[config.mk]
export PLATFORM = sky130hd
export DESIGN_NAME = cpu_run_ctrl
export DESIGN_NICKNAME = d
export VERILOG_FILES = /design/src/rtl/cpu_run_ctrl.sv
export SDC_FILE = /design/constraint.sdc
export NUM_CORES = 1
export LEC_CHECK = 0
export CORE_ASPECT_RATIO = 1.2
export CORE_MARGIN = 2
export CORE_UTILIZATION = 35
export CTS_CLUSTER_SIZE = 8
export DETAILED_ROUTE_END_ITERATION = 16
export PLACE_DENSITY = 0.68
export SETUP_SLACK_MARGIN = 0.05
export SLEW_MARGIN = 20
export SYNTH_ARGS = -nofsm -noshare
export SYNTH_HDL_FRONTEND = slang
export SYNTH_SLANG_ARGS = --single-unit
[constraint.sdc]
create_clock -name CLK -period 2.57 [get_ports CLK]
set_input_delay 0.3855 -clock CLK [delete_from_list [all_inputs] [get_ports CLK]]
set_output_delay 0.3855 -clock CLK [all_outputs]
set_load 0.05 [all_outputs]
[src/rtl/cpu_run_ctrl.sv]
// rtl/cpu_run_ctrl.sv - run/step/breakpoint controller gating a CPU clock enable
// Registered Moore outputs; CPU_CE and CMD_READY are computed from the next state.
module cpu_run_ctrl #(
  parameter int CYC_W = 16
) (
  input  logic             CLK,
  input  logic             RESET,
  input  logic             CMD_VALID,
  output logic             CMD_READY,
  input  logic [1:0]       CMD,
  input  logic [7:0]       CMD_DATA,
  input  logic [7:0]       PC,
  input  logic [7:0]       NextPC,
  output logic             CPU_CE,
  output logic             EN_L,
  output logic [1:0]       STATE,
  output logic             HALTED,
  output logic             BP_HIT,
  output logic [CYC_W-1:0] CYCLES
);

  typedef enum logic [1:0] {
    S_IDLE = 2'b00,
    S_RUN  = 2'b01,
    S_STEP = 2'b10,
    S_HLT  = 2'b11
  } state_t;

  localparam logic [1:0] OP_RUN    = 2'b00;
  localparam logic [1:0] OP_STEP   = 2'b01;
  localparam logic [1:0] OP_STOP   = 2'b10;
  localparam logic [1:0] OP_SET_BP = 2'b11;
  localparam logic [CYC_W-1:0] CYC_ONE = {{(CYC_W-1){1'b0}}, 1'b1};

  state_t     state;
  state_t     nxt;
  logic       bp_en;
  logic [7:0] bp_addr;
  logic       accept;
  logic       sl;
  logic       bc;

  assign accept = CMD_VALID & CMD_READY;
  assign sl     = CPU_CE & (NextPC == PC);
  assign bc     = CPU_CE & bp_en & (NextPC == bp_addr);
  assign STATE  = state;
  assign EN_L   = ~CPU_CE;

  always_comb begin
    nxt = state;
    case (state)
      S_IDLE: begin
        if (accept && CMD == OP_RUN)       nxt = S_RUN;
        else if (accept && CMD == OP_STEP) nxt = S_STEP;
      end
      S_RUN: begin
        if (sl)                            nxt = S_HLT;
        else if (bc)                       nxt = S_IDLE;
        else if (accept && CMD == OP_STOP) nxt = S_IDLE;
      end
      S_STEP:  nxt = sl ? S_HLT : S_IDLE;
      S_HLT:   if (accept && CMD == OP_STOP) nxt = S_IDLE;
      default: nxt = S_IDLE;
    endcase
  end

  always_ff @(posedge CLK or posedge RESET) begin
    if (RESET) begin
      state     <= S_IDLE;
      CPU_CE    <= 1'b0;
      CMD_READY <= 1'b1;
      HALTED    <= 1'b0;
      BP_HIT    <= 1'b0;
      bp_en     <= 1'b0;
      bp_addr   <= 8'h00;
      CYCLES    <= '0;
    end else begin
      state     <= nxt;
      CPU_CE    <= (nxt == S_RUN) || (nxt == S_STEP);
      CMD_READY <= (nxt != S_STEP);

      if (CPU_CE && CYCLES != '1) CYCLES <= CYCLES + CYC_ONE;

      if (state == S_IDLE && accept) begin
        case (CMD)
          OP_SET_BP: begin
            bp_addr <= CMD_DATA;
            bp_en   <= 1'b1;
          end
          OP_STOP: bp_en  <= 1'b0;
          default: BP_HIT <= 1'b0;
        endcase
      end

      // A self-loop outranks a breakpoint hit on the same cycle
      if (bc && !sl) BP_HIT <= 1'b1;
      if (sl) HALTED <= 1'b1;
      else if (state == S_HLT && accept && CMD == OP_STOP) HALTED <= 1'b0;
    end
  end

endmodule

# Word level (Yosys, flattened, before mapping)
# Cells that the tools add are included.
op_classes:
  n_addsub: 1
  n_eq_ne: 13
  n_mux: 13
  n_bitwise: 5
  reduce_logical: 19
ops:
  columns: ["op", "n"]
  rows:
  - ["16-bit by 1-bit adder with 16-bit output (second input constant)", 1]
  - ["8-bit equality test", 2]
  - ["16-bit != test (second input constant)", 1]
  - ["2-bit two-way mux", 6]
  - ["2-bit equality test (second input constant)", 5]
  - ["1-bit logical AND", 8]
  - ["2-bit one-hot mux with 4 select lines", 1]
  - ["2-bit by 1-bit equality test with 1-bit output (second input constant)", 3]
  - ["2-bit AND reduction", 3]
  - ["2-bit nonzero test", 3]
  - ["1-bit two-way mux", 5]
  - ["1-bit AND", 4]
  - ["2-bit zero test", 2]
  - ["2-bit by 1-bit != test with 1-bit output (second input constant)", 1]
  - ["2-bit != test (second input constant)", 1]
  - ["1-bit one-hot mux with 2 select lines", 1]
  - ["2-bit OR reduction", 1]
  - ["1-bit zero test", 1]
  - ["1-bit logical OR", 1]
  - ["1-bit NOT", 1]
totals:
  reg_bits: 31
  input_bits: 29
  out_inout_bits: 23
  wordCells: 59

# Logic depth before layout (Yosys ltp)
# Gate-level depths: netlist of run 1.
depth:
  ltp_word: 8
  depth_mapped: 7
  depth_no_buf: 7

# Least setup slack after synthesis of run 1
# OpenSTA, ideal clock, no wires.
synth_path:
  kind: "register to register"
  from: "register CYCLES[0]"
  to: "register CYCLES[1]"
  arrival_ns: 1.875
  required_ns: 2.442
  slack_ns: 0.567
  path_stages_with_launch: 6
  path_buffers: 0
  synth_period_minus_slack_ns: 2.003
  cell_sequence: "dfrtp_1 > ha_1 > nand3_1 > nor4_4 > or2b_4 > mux2_1"
synth_between:
  elab_chain_cells: 2
  word_cells_on_any_way: 3
  cone_classes: "1 x add/sub; 1 x eq/ne; 1 x reduce/logical"
synth_rtl:
  columns: ["element", "line", "text"]
  rows:
  - ["start, declared", "19", "output logic [CYC_W-1:0] CYCLES"]
  - ["start signal, assigned", "82", "if (CPU_CE && CYCLES != '1) CYCLES <= CYCLES + CYC_ONE;"]
  - ["parallel branches: the longest is 2 deep, another holds 16-bit by 1-bit adder with 16-bit output", null, null]
# Several ways; the timed one is not identified.
# A chain may end at the register's enable or synchronous reset.

# Final worst setup path of run 1
layout_path:
  from: "register state[0], in the netlist STATE[0]"
  to: "output port STATE[0]"
layout_rtl:
  columns: ["element", "line", "text"]
  rows:
  - ["start, declared", "35", "state_t state;"]
  - ["start signal, assigned", "78", "state <= nxt;"]
  - ["end, declared", "16", "output logic [1:0] STATE,"]
# No word-level cell between the ends.

==> impl_results.md, run 1 <==
* Core ar. at ~0.0043 mm2
* Filler instances at 417
* Slowest stage cell, crit path: clkdlybuf4s50_1
* Post-CTS Hold Fix Bufs at 0
* Largest net degree at the start of global routing at 32
* Row count at 26
* Final min period at between 2 and 2.5 ns
* Worst skew pair latency at between 0.2 and 0.3 ns
* First-pass GRT wire length at roughly 5800 um
* Final hold violations at 0
* CTS Buf Count at 5
* Max_slew headroom at about two thirds
* Crit Path Class: register to output port
* Vias per cell at between 5 and 6
* Fmax at 0.481 GHz
* Net Sw Frac at 43.3%
* Crit-path cells: clkdlybuf4s50_1
* Syn_nets at approximately 180
* Critical path capture point type: output port
* Total GRT Usage at 15.1%
* Routed Wire Length at around 3600 um
* Util after Layout at between 50% and 60%
* Tot Pwr at about 2.3 mW
* Area Growth Syn to Fin at 42.0%
* Endpoints failing setup at 0
* Hpwl dp at roughly 2600 um
* Remaining DRCs at 0
* Combinational share of power at between 40 and 50%
* CTS Buffer Depth at 2
* Overflow after GRT at 0
* Status: finished, final reports clean
* Net load switching power at roughly 980 uW
* HP Class: input port to asynchronous set/reset pin
* Cell Pwr Density at between 1000 and 1500 mW/mm2
* Syn_area_per_cell at between 10 and 15 um2
* Final-report max-slew violation count at 0
* Crit start category: register
* Number of I/O port buffers at 51
* Post-DRT Antenna Nets at 0
* Worst vdd ir at between 0.0003 and 0.0004 V
* Ports at between 50 and 60
* Synth cell types at 34
* Number of global-route vias before repair at about 1,200
* DRT Pass-1 Iters at 4
* # Max-Cap Violations at 0
* CTS HTree Levels at 2
* Leak at around 0.95 nW
* Required time worst endpoint at around 2.2 ns
* Antenna violations before repair at 0
* Vias at about 1,300
* Clock Pin Slew Worst Setup and Hold Paths at roughly 0.07 ns
* Clock skew at approximately 0.0065 ns
* Layout cell share with drive strength beyond 1 at a little over a tenth
* Final TNS setup at 0 ns
* Post-synthesis sequential area ratio at between 40% and 50%
* Post-CTS sizing at 0
* Setup WS post-layout at between 0.4 and 0.5 ns
* CTS tree: built
* Post-CTS Setup Bufs at 0
* DRT iter0 DRCs at 55
* CP top delay family: buffers and inverters
* Initial Util at between 30% and 40%
* Die footprint at slightly above 0.005 mm2
* Worst slew pin tran at a little over 0.5 ns
* Root buf cell: clkbuf_8
* Fin crit share at between 80% and 90%
* Final Instance Area at 0.00225 mm2
* Gate Count Post-Synth at around 150
* RSZ-0062 raised after global routing: no
* #FFs+latches synth at 31
* Internal power at around 1.3 mW
* Wire per inst at between 10 and 15 um
* Gpl congestion at 0.793
* Pre-CTS setup slack at 0.266 ns
* WP data arrival at ~1.7 ns
* Clock power frac at between 15 and 20%
* Chip width at roughly 65 um
* Sink Count at 31
* Buffers & Inverters on Critical Path at 1
* Nets at roughly 230
* Die H at ~78 um
* Synth Warn # at 0
* Mapped cell area at 0.00159 mm2
* Placed Area at 0.00216 mm2
* Max FO, Critical Path at 11
* Ant diodes at 0
* Flop pwr share at 38.0%
* CP max stage delay at around 0.87 ns
[path summary, 6_finish.rpt]
check / from / to / slack (ns) / cells past startpoint
setup / recovery: STATE[0] / STATE[0] / 0.49 / 1
hold / removal: RESET / CYCLES[7] / 0.48 / 3
setup reg to reg: bp_addr[7] / CPU_CE / 0.75 / 7
hold reg to reg: HALTED / HALTED / 0.48 / 1
max in group asynchronous: RESET / CMD_READY / 1.76 / 3
min in group CLK: HALTED / HALTED / 0.48 / 1
[cell families after synthesis]
family / share of synthesized area, %
muxes: 6.39
buffers and inverters: 1.97
and+or+nand+nor: 19.6
adders and majority gates: 1.58
xor gates and xnor gates: 16.0
DFF: 49.0
AOI/OAI and AO/OA: 5.52
[cell type report]
cell class	count	area (um2)	area share [%]
repair buffers	52	518	23.0
multi-input cells	107	778	34.5
well taps	56	70.1	3.11
inverters	5	18.8	0.833
clock inverters	1	5.00	0.222
flip-flops and latches	31	777	34.5
clock buffers	7	86.3	3.83
[through the flow]
| step | cells | hold slack [ns] |
|---|---|---|
| after floorplan | 146 | 0.456 |
| after global placement | 251 | 0.466 |
| after detailed placement | 251 | 0.477 |
| after CTS | 259 | 0.486 |
| after global routing | 259 | 0.519 |
| final | 259 | 0.477 |
[Yosys cell counts, drive strengths merged]
library cell | n | share of area [%]
a211oi | 1 | 0.47
a21o | 1 | 0.47
a21oi | 4 | 1.3
a31oi | 2 | 0.79
a41oi | 1 | 0.55
and3 | 5 | 2.0
and4 | 1 | 0.55
buf | 1 | 0.32
clkbuf | 2 | 0.47
dfrtp | 30 | 47
dfstp | 1 | 1.7
ha | 2 | 1.6
inv | 5 | 1.2
mux2 | 9 | 6.4
nand2 | 11 | 2.6
nand2b | 1 | 0.39
nand3 | 13 | 4.1
nand4 | 6 | 2.8
nor2 | 5 | 1.2
nor3 | 5 | 2.2
nor4 | 4 | 2.5
nor4b | 1 | 0.55
o211ai | 1 | 0.47
o21ai | 2 | 0.63
o22ai | 1 | 0.39
o31ai | 1 | 0.47
or2b | 1 | 0.71
xnor2 | 20 | 11
xor2 | 9 | 5.0
[flip-flops by register name, indices dropped and copies added (netlist names)]
name	flops
CMD_READY	1
HALTED	1
CYCLES	16
BP_HIT	1
bp_en	1
STATE	2
bp_addr	8
CPU_CE	1
[metal layers]
layer | vias up | GRT usage, % | wire, um
li1 | 629 | - | -
met1 | 617 | 18.2 | 1540
met2 | 45 | 24.5 | 1650
met3 | 7 | 5.07 | 318
met4 | 0 | 6.25 | 63
met5 | - | 0 | 0
[power groups by stage]
stage	registers, mW	clock network [mW]	logic, mW
finish	0.863	0.392	1.02
detailed placement	0.877	0	1.03
global route	0.897	0.427	1.10
global placement	0.869	0	1.02
floorplan	1.11	0	0.436
CTS	0.868	0.407	1.03
[cell usage in the layout, fill, tap and decap left out, types with 2 or more instances in the layout]
cell type / synthesis / final
a21oi_1: 4 / 4
clkdlybuf4s50_1: 0 / 51
nand3_1: 13 / 13
mux2_2: 8 / 8
ha_1: 2 / 2
nand4_1: 5 / 5
nand2_1: 11 / 11
clkbuf_8: 0 / 6
a31oi_1: 2 / 2
nor2_1: 5 / 5
nor4_1: 3 / 3
inv_1: 5 / 5
xnor2_1: 20 / 20
nor3_1: 3 / 3
dfrtp_1: 30 / 30
nor3_2: 2 / 2
xor2_1: 9 / 9
and3_1: 5 / 5
Note: power is estimated with default switching activity, not from simulation.
==> run 2: changes to the inputs <==
==> constraint.sdc (replaced) <==
create_clock -name CLK -period 2.1 [get_ports CLK]
set_input_delay 0.315 -clock CLK [delete_from_list [all_inputs] [get_ports CLK]]
set_output_delay 0.315 -clock CLK [all_outputs]
set_load 0.05 [all_outputs]
==> impl_results.md, run 2 (synthesis results as in run 1) <==
* Status: finished, final reports clean
* Util after Layout at between 50% and 60%
* First-pass GRT wire length at roughly 6000 um
* CTS HTree Levels at 2
* Crit Path Class: register to output port
* Nets at 241
* DRT Pass-1 Iters at 2
* Gpl congestion at about 0.8
* Inst Count DP at roughly 260
* Max FO, Critical Path at 10
* Clock Pin Slew Worst Setup and Hold Paths at about 0.07 ns
* HP Class: input port to asynchronous set/reset pin
* Final TNS setup at 0 ns
* Number of I/O port buffers at between 50 and 60
* Most frequent cells in the layout: 48 x clkdlybuf4s50_1, 30 x dfrtp_1, 20 x xnor2_1
* Wire per inst at about 14 um
* Overflow after GRT at 0
* Crit start category: register
* Ports at 52
* Worst vdd ir at roughly 0.00066 V
* Clock skew at approximately 0.0065 ns
* Hpwl dp at approximately 2700 um
* Worst slew pin tran at between 0.5 and 0.6 ns
* CTS Buf Count at 5
* Vias per cell at between 4 and 5
* WP data arrival at between 1.5 and 2 ns
* Root buf cell: clkbuf_8
* Filler instances at slightly below 400
* Final min period at ~2.0 ns
* Pre-CTS setup slack at -0.0693 ns
* Layout cell share with drive strength beyond 1 at around 15%
* Sink Count at 31
* CTS tree: built
* Fin crit share at 94.3%
* Number of global-route vias before repair at approximately 1,300
* Die footprint at slightly above 0.005 mm2
* RSZ-0062 raised after global routing: no
* Crit-path cells: clkdlybuf4s50_1
* Endpoints failing setup at 0
* Routed Wire Length at 3690 um
* Die H at between 70 and 80 um
* Row count at 26
* Post-DRT Antenna Nets at 0
* Final hold violations at 0
* Cell Pwr Density at 1250 mW/mm2
* Non-filler cells, final at approximately 270
* DRT iter0 DRCs at 75
* Final-report max-slew violation count at 0
* Worst skew pair latency at 0.28 ns
* Core ar. at around 0.0043 mm2
* Post-CTS Setup Bufs at 0
* Setup WS post-layout at roughly 0.12 ns
* CTS Buffer Depth at 2
* Max_slew headroom at 66.3%
* Setup slack, reg-to-reg at around 0.33 ns
* Buffers & Inverters on Critical Path at 1
* Largest Register: CYCLES
* # Max-Cap Violations at 0
* Initial Util at between 30% and 40%
* Critical path capture point type: output port
* Leak at roughly 1 nW
* Slowest stage cell, crit path: clkdlybuf4s50_1
* Total GRT Usage at between 10% and 20%
* Most common cell after layout, fill and taps aside: clkdlybuf4s50_1
* Remaining DRCs at 0
* Max FFs per register at 16
* Antenna violations before repair at 0
* CP max stage delay at just under 0.9 ns
* Fmax at 0.505 GHz
* Ant diodes at 0
* Area Growth Syn to Fin at 47.9%
* Vias at 1,332
* CP top delay family: buffers and inverters
* Chip width at about 65 um
* Final Instance Area at 0.00235 mm2
* Largest net degree at the start of global routing at 32
* Placed Area at 0.00222 mm2
* Required time worst endpoint at around 1.8 ns
==> run 2: cell count changes in the layout (fill, tap and decap cells not counted) <==
| cell | previous run | this run |
|---|---|---|
| buf_4 | 1 | 9 |
| clkdlybuf4s50_1 | 51 | 48 |
| dlymetal6s2s_1 | 0 | 3 |
| bufinv_16 | 0 | 1 |
| clkbuf_1 | 1 | 0 |
==> run 2: layout make-up <==
cell class              instances  area [um2]  area share, %
clock buffers                   6        82.6           3.52
well taps                      56        70.1           2.99
flip-flops and latches         31         777           33.1
multi-input cells             107         778           33.2
repair buffers                 60         586           24.9
clock inverters                 2        35.0           1.49
inverters                       5        18.8          0.800
==> run 2: report_power, final <==
part | total [mW] | leakage [nW] | internal, mW | switching (mW)
logic | 1.29 | 0.576 | 0.534 | 0.752
registers | 1.05 | 0.392 | 0.803 | 0.250
clock network | 0.599 | 0.0612 | 0.383 | 0.215
==> run 2: worst register-to-register path: stages (launching register included) <==
cell and delay (ns):
dfrtp_1 0.39, xor2_1 0.17, nor4_1 0.37, a31oi_1 0.14, o21ai_1 0.18, and3_1 0.18, ha_1 0.22, inv_1 0.05
==> run 2: worst paths after layout <==
kind | end | from | depth (start not counted)
min reg2reg | HALTED | HALTED | 1
max | STATE[1] | STATE[1] | 1
min | CYCLES[7] | RESET | 3
min in group CLK | HALTED | HALTED | 1
max reg2reg | CPU_CE | bp_addr[7] | 7
max in group asynchronous | CMD_READY | RESET | 3
==> run 2: metal layers <==
metal	GRT usage (%)	vias up	wire, um
li1	-	646	-
met1	17.6	630	1620
met2	25.3	46	1700
met3	5.22	10	273
met4	6.88	0	97
met5	0	-	0
==> run 2: repair_timing <==
action / CTS / global route
hold buffers: 0 / 0
setup endpoints to repair: 0 / 3
gates resized for setup: 0 / 3
==> run 2: through the flow <==
stage               power (mW)  hold WS (ns)
finish                    2.94         0.412
global route              3.11         0.479
CTS                       2.99         0.416
detailed placement        2.37         0.479
global placement          2.34         0.485
floorplan                 1.90         0.418
==> run 3: changes to the inputs <==
--- a/config.mk
+++ b/config.mk
@@ -10,7 +10,7 @@
 export CORE_UTILIZATION = 35
 export CTS_CLUSTER_SIZE = 8
 export DETAILED_ROUTE_END_ITERATION = 16
-export PLACE_DENSITY = 0.68
+export RECOVER_POWER = 50
 export SETUP_SLACK_MARGIN = 0.05
 export SLEW_MARGIN = 20
 export SYNTH_ARGS = -nofsm -noshare
==> constraint.sdc (replaced) <==
create_clock -name CLK -period 2.1 [get_ports CLK]
set_input_delay 0.315 -clock CLK [delete_from_list [all_inputs] [get_ports CLK]]
set_output_delay 0.315 -clock CLK [all_outputs]
set_load 0.1 [all_outputs]
==> impl_results.md, run 3 (synthesis results as in run 1) <==
* Remaining DRCs at 0
* HP Class: register to register
* DRT Pass-1 Iters at 4
* Die footprint at approximately 0.0051 mm2
* Critical path capture point type: register
* Filler instances at 438
* CTS Buf Count at 5
* Gpl congestion at 0.777
* M1 GR Usage at 18.2%
* CTS tree: built
* Routed Wire Length at roughly 3500 um
* Leak at roughly 0.96 nW
* Clock skew at approximately 0.006 ns
* Total GRT Usage at about 16%
* Setup WS post-layout at roughly 0.25 ns
* Ports at 52
* Layout cell share with drive strength beyond 1 at between 30% and 40%
* Worst vdd ir at approximately 0.0007 V
* Root buf cell: clkbuf_8
* Core ar. at 0.00429 mm2
* Global Route met2 Usage at between 20% and 30%
* Fin crit share at between 80 and 90%
* Max_slew headroom at 49.7%
* Chip width at between 60 and 70 um
* Worst skew pair latency at about 0.28 ns
* Row count at 26
* Max FFs per register at 16
* Crit Path Class: input port to register
* Most frequent cells in the layout: 27 x clkdlybuf4s50_1, 20 x xnor2_1, 17 x dfrtp_2
* Overflow after GRT at 0
* Max FO, Critical Path at 2
* Vias at 1,274
* Largest Register: CYCLES
* Sink Count at 31
* Final TNS setup at 0 ns
* Worst slew pin tran at between 0.7 and 0.8 ns
* Final hold violations at 0
* Required time worst endpoint at approximately 2.3 ns
* # Max-Cap Violations at 0
* Initial Util at a little under two fifths
* CTS HTree Levels at 2
* Clock Pin Slew Worst Setup and Hold Paths at 0.06 ns
* RSZ-0062 raised after global routing: no
* Pre-CTS setup slack at -0.0307 ns
* Post-DRT Antenna Nets at 0
* WP data arrival at around 2.1 ns
* Die H at around 80 um
* Antenna violations before repair at 0
* First-pass GRT wire length at around 6000 um
* CTS Buffer Depth at 2
* Number of I/O port buffers at between 50 and 60
* Post-CTS Setup Bufs at 0
* Most common cell after layout, fill and taps aside: clkdlybuf4s50_1
* Vias per cell at roughly 4.9
* Grt peak-use layer: met2
* Hold Path Stages at 1
* Post-CTS sizing at 0
* R2R depth at 6
* Final min period at 1.85 ns
* Met3 Use GR at between 3 and 4%
* Ant diodes at 0
* Fmax at between 0.5 and 0.6 GHz
* Area Growth Syn to Fin at 38.3%
* Wire per inst at about 14 um
* Largest net degree at the start of global routing at 32
* Hpwl dp at roughly 2800 um
* Cell Pwr Density at between 1000 and 1500 mW/mm2
* DRT iter0 DRCs at 48
* Nets at between 200 and 250
* Crit start category: input port
* Status: finished, final reports clean
* Number of global-route vias before repair at roughly 1,300
* Post-CTS Hold Fix Bufs at 0
* Endpoints failing setup at 0
* Final-report max-slew violation count at 0
* Tot Pwr at about 3.2 mW
## run 3: cell type report
| cell class | count | area [um2] | share of cell area [%] |
|---|---|---|---|
| inverter | 5 | 18.8 | 0.855 |
| clock inverter | 1 | 5.00 | 0.228 |
| timing repair buffer | 53 | 438 | 20.0 |
| clock buffer | 7 | 86.3 | 3.93 |
| multi-input combinational | 107 | 778 | 35.5 |
| sequential | 31 | 798 | 36.4 |
| tap | 56 | 70.1 | 3.19 |
## run 3: metal layers
| metal | share of wire (%) | wire length [um] | vias to the layer above |
|---|---|---|---|
| li1 | - | - | 632 |
| met1 | 41 | 1470 | 615 |
| met2 | 53 | 1890 | 23 |
| met3 | 3.3 | 116 | 4 |
| met4 | 1.8 | 65 | 0 |
| met5 | 0 | 0 | - |
## run 3: final timing paths
check,end,start,slack (ns)
setup / recovery,CPU_CE,NextPC[6],0.25
hold / removal,HALTED,HALTED,0.47
setup reg to reg,CYCLES[15],CYCLES[0],0.34
hold reg to reg,HALTED,HALTED,0.47
max in group asynchronous,STATE[0],RESET,0.87
min in group asynchronous,CYCLES[13],RESET,0.70
## run 3: power by group
group | total [mW] | switching [mW] | internal, mW
sequential | 1.08 | 0.256 | 0.822
clock | 0.472 | 0.208 | 0.264
combinational | 1.66 | 1.21 | 0.445
## run 3: critical path, cell delays in order
cell	delay (ns)
clkdlybuf4s50_1	0.45
xor2_1	0.17
nor4_1	0.37
a31oi_1	0.13
o21ai_1	0.17
and3_1	0.17
ha_1	0.23
inv_1	0.05
## run 3: through the flow
step / std cells / utilization (%) / area [um2] / hold slack [ns]
final: 260 / 51.1 / 2190 / 0.475
after global routing: 260 / 51.1 / 2190 / 0.515
after detailed placement: 252 / 49.7 / 2130 / 0.466
after floorplan: 146 / - / 1610 / 0.417
after global placement: 252 / 49.7 / 2130 / 0.474
after CTS: 260 / 51.8 / 2220 / 0.441
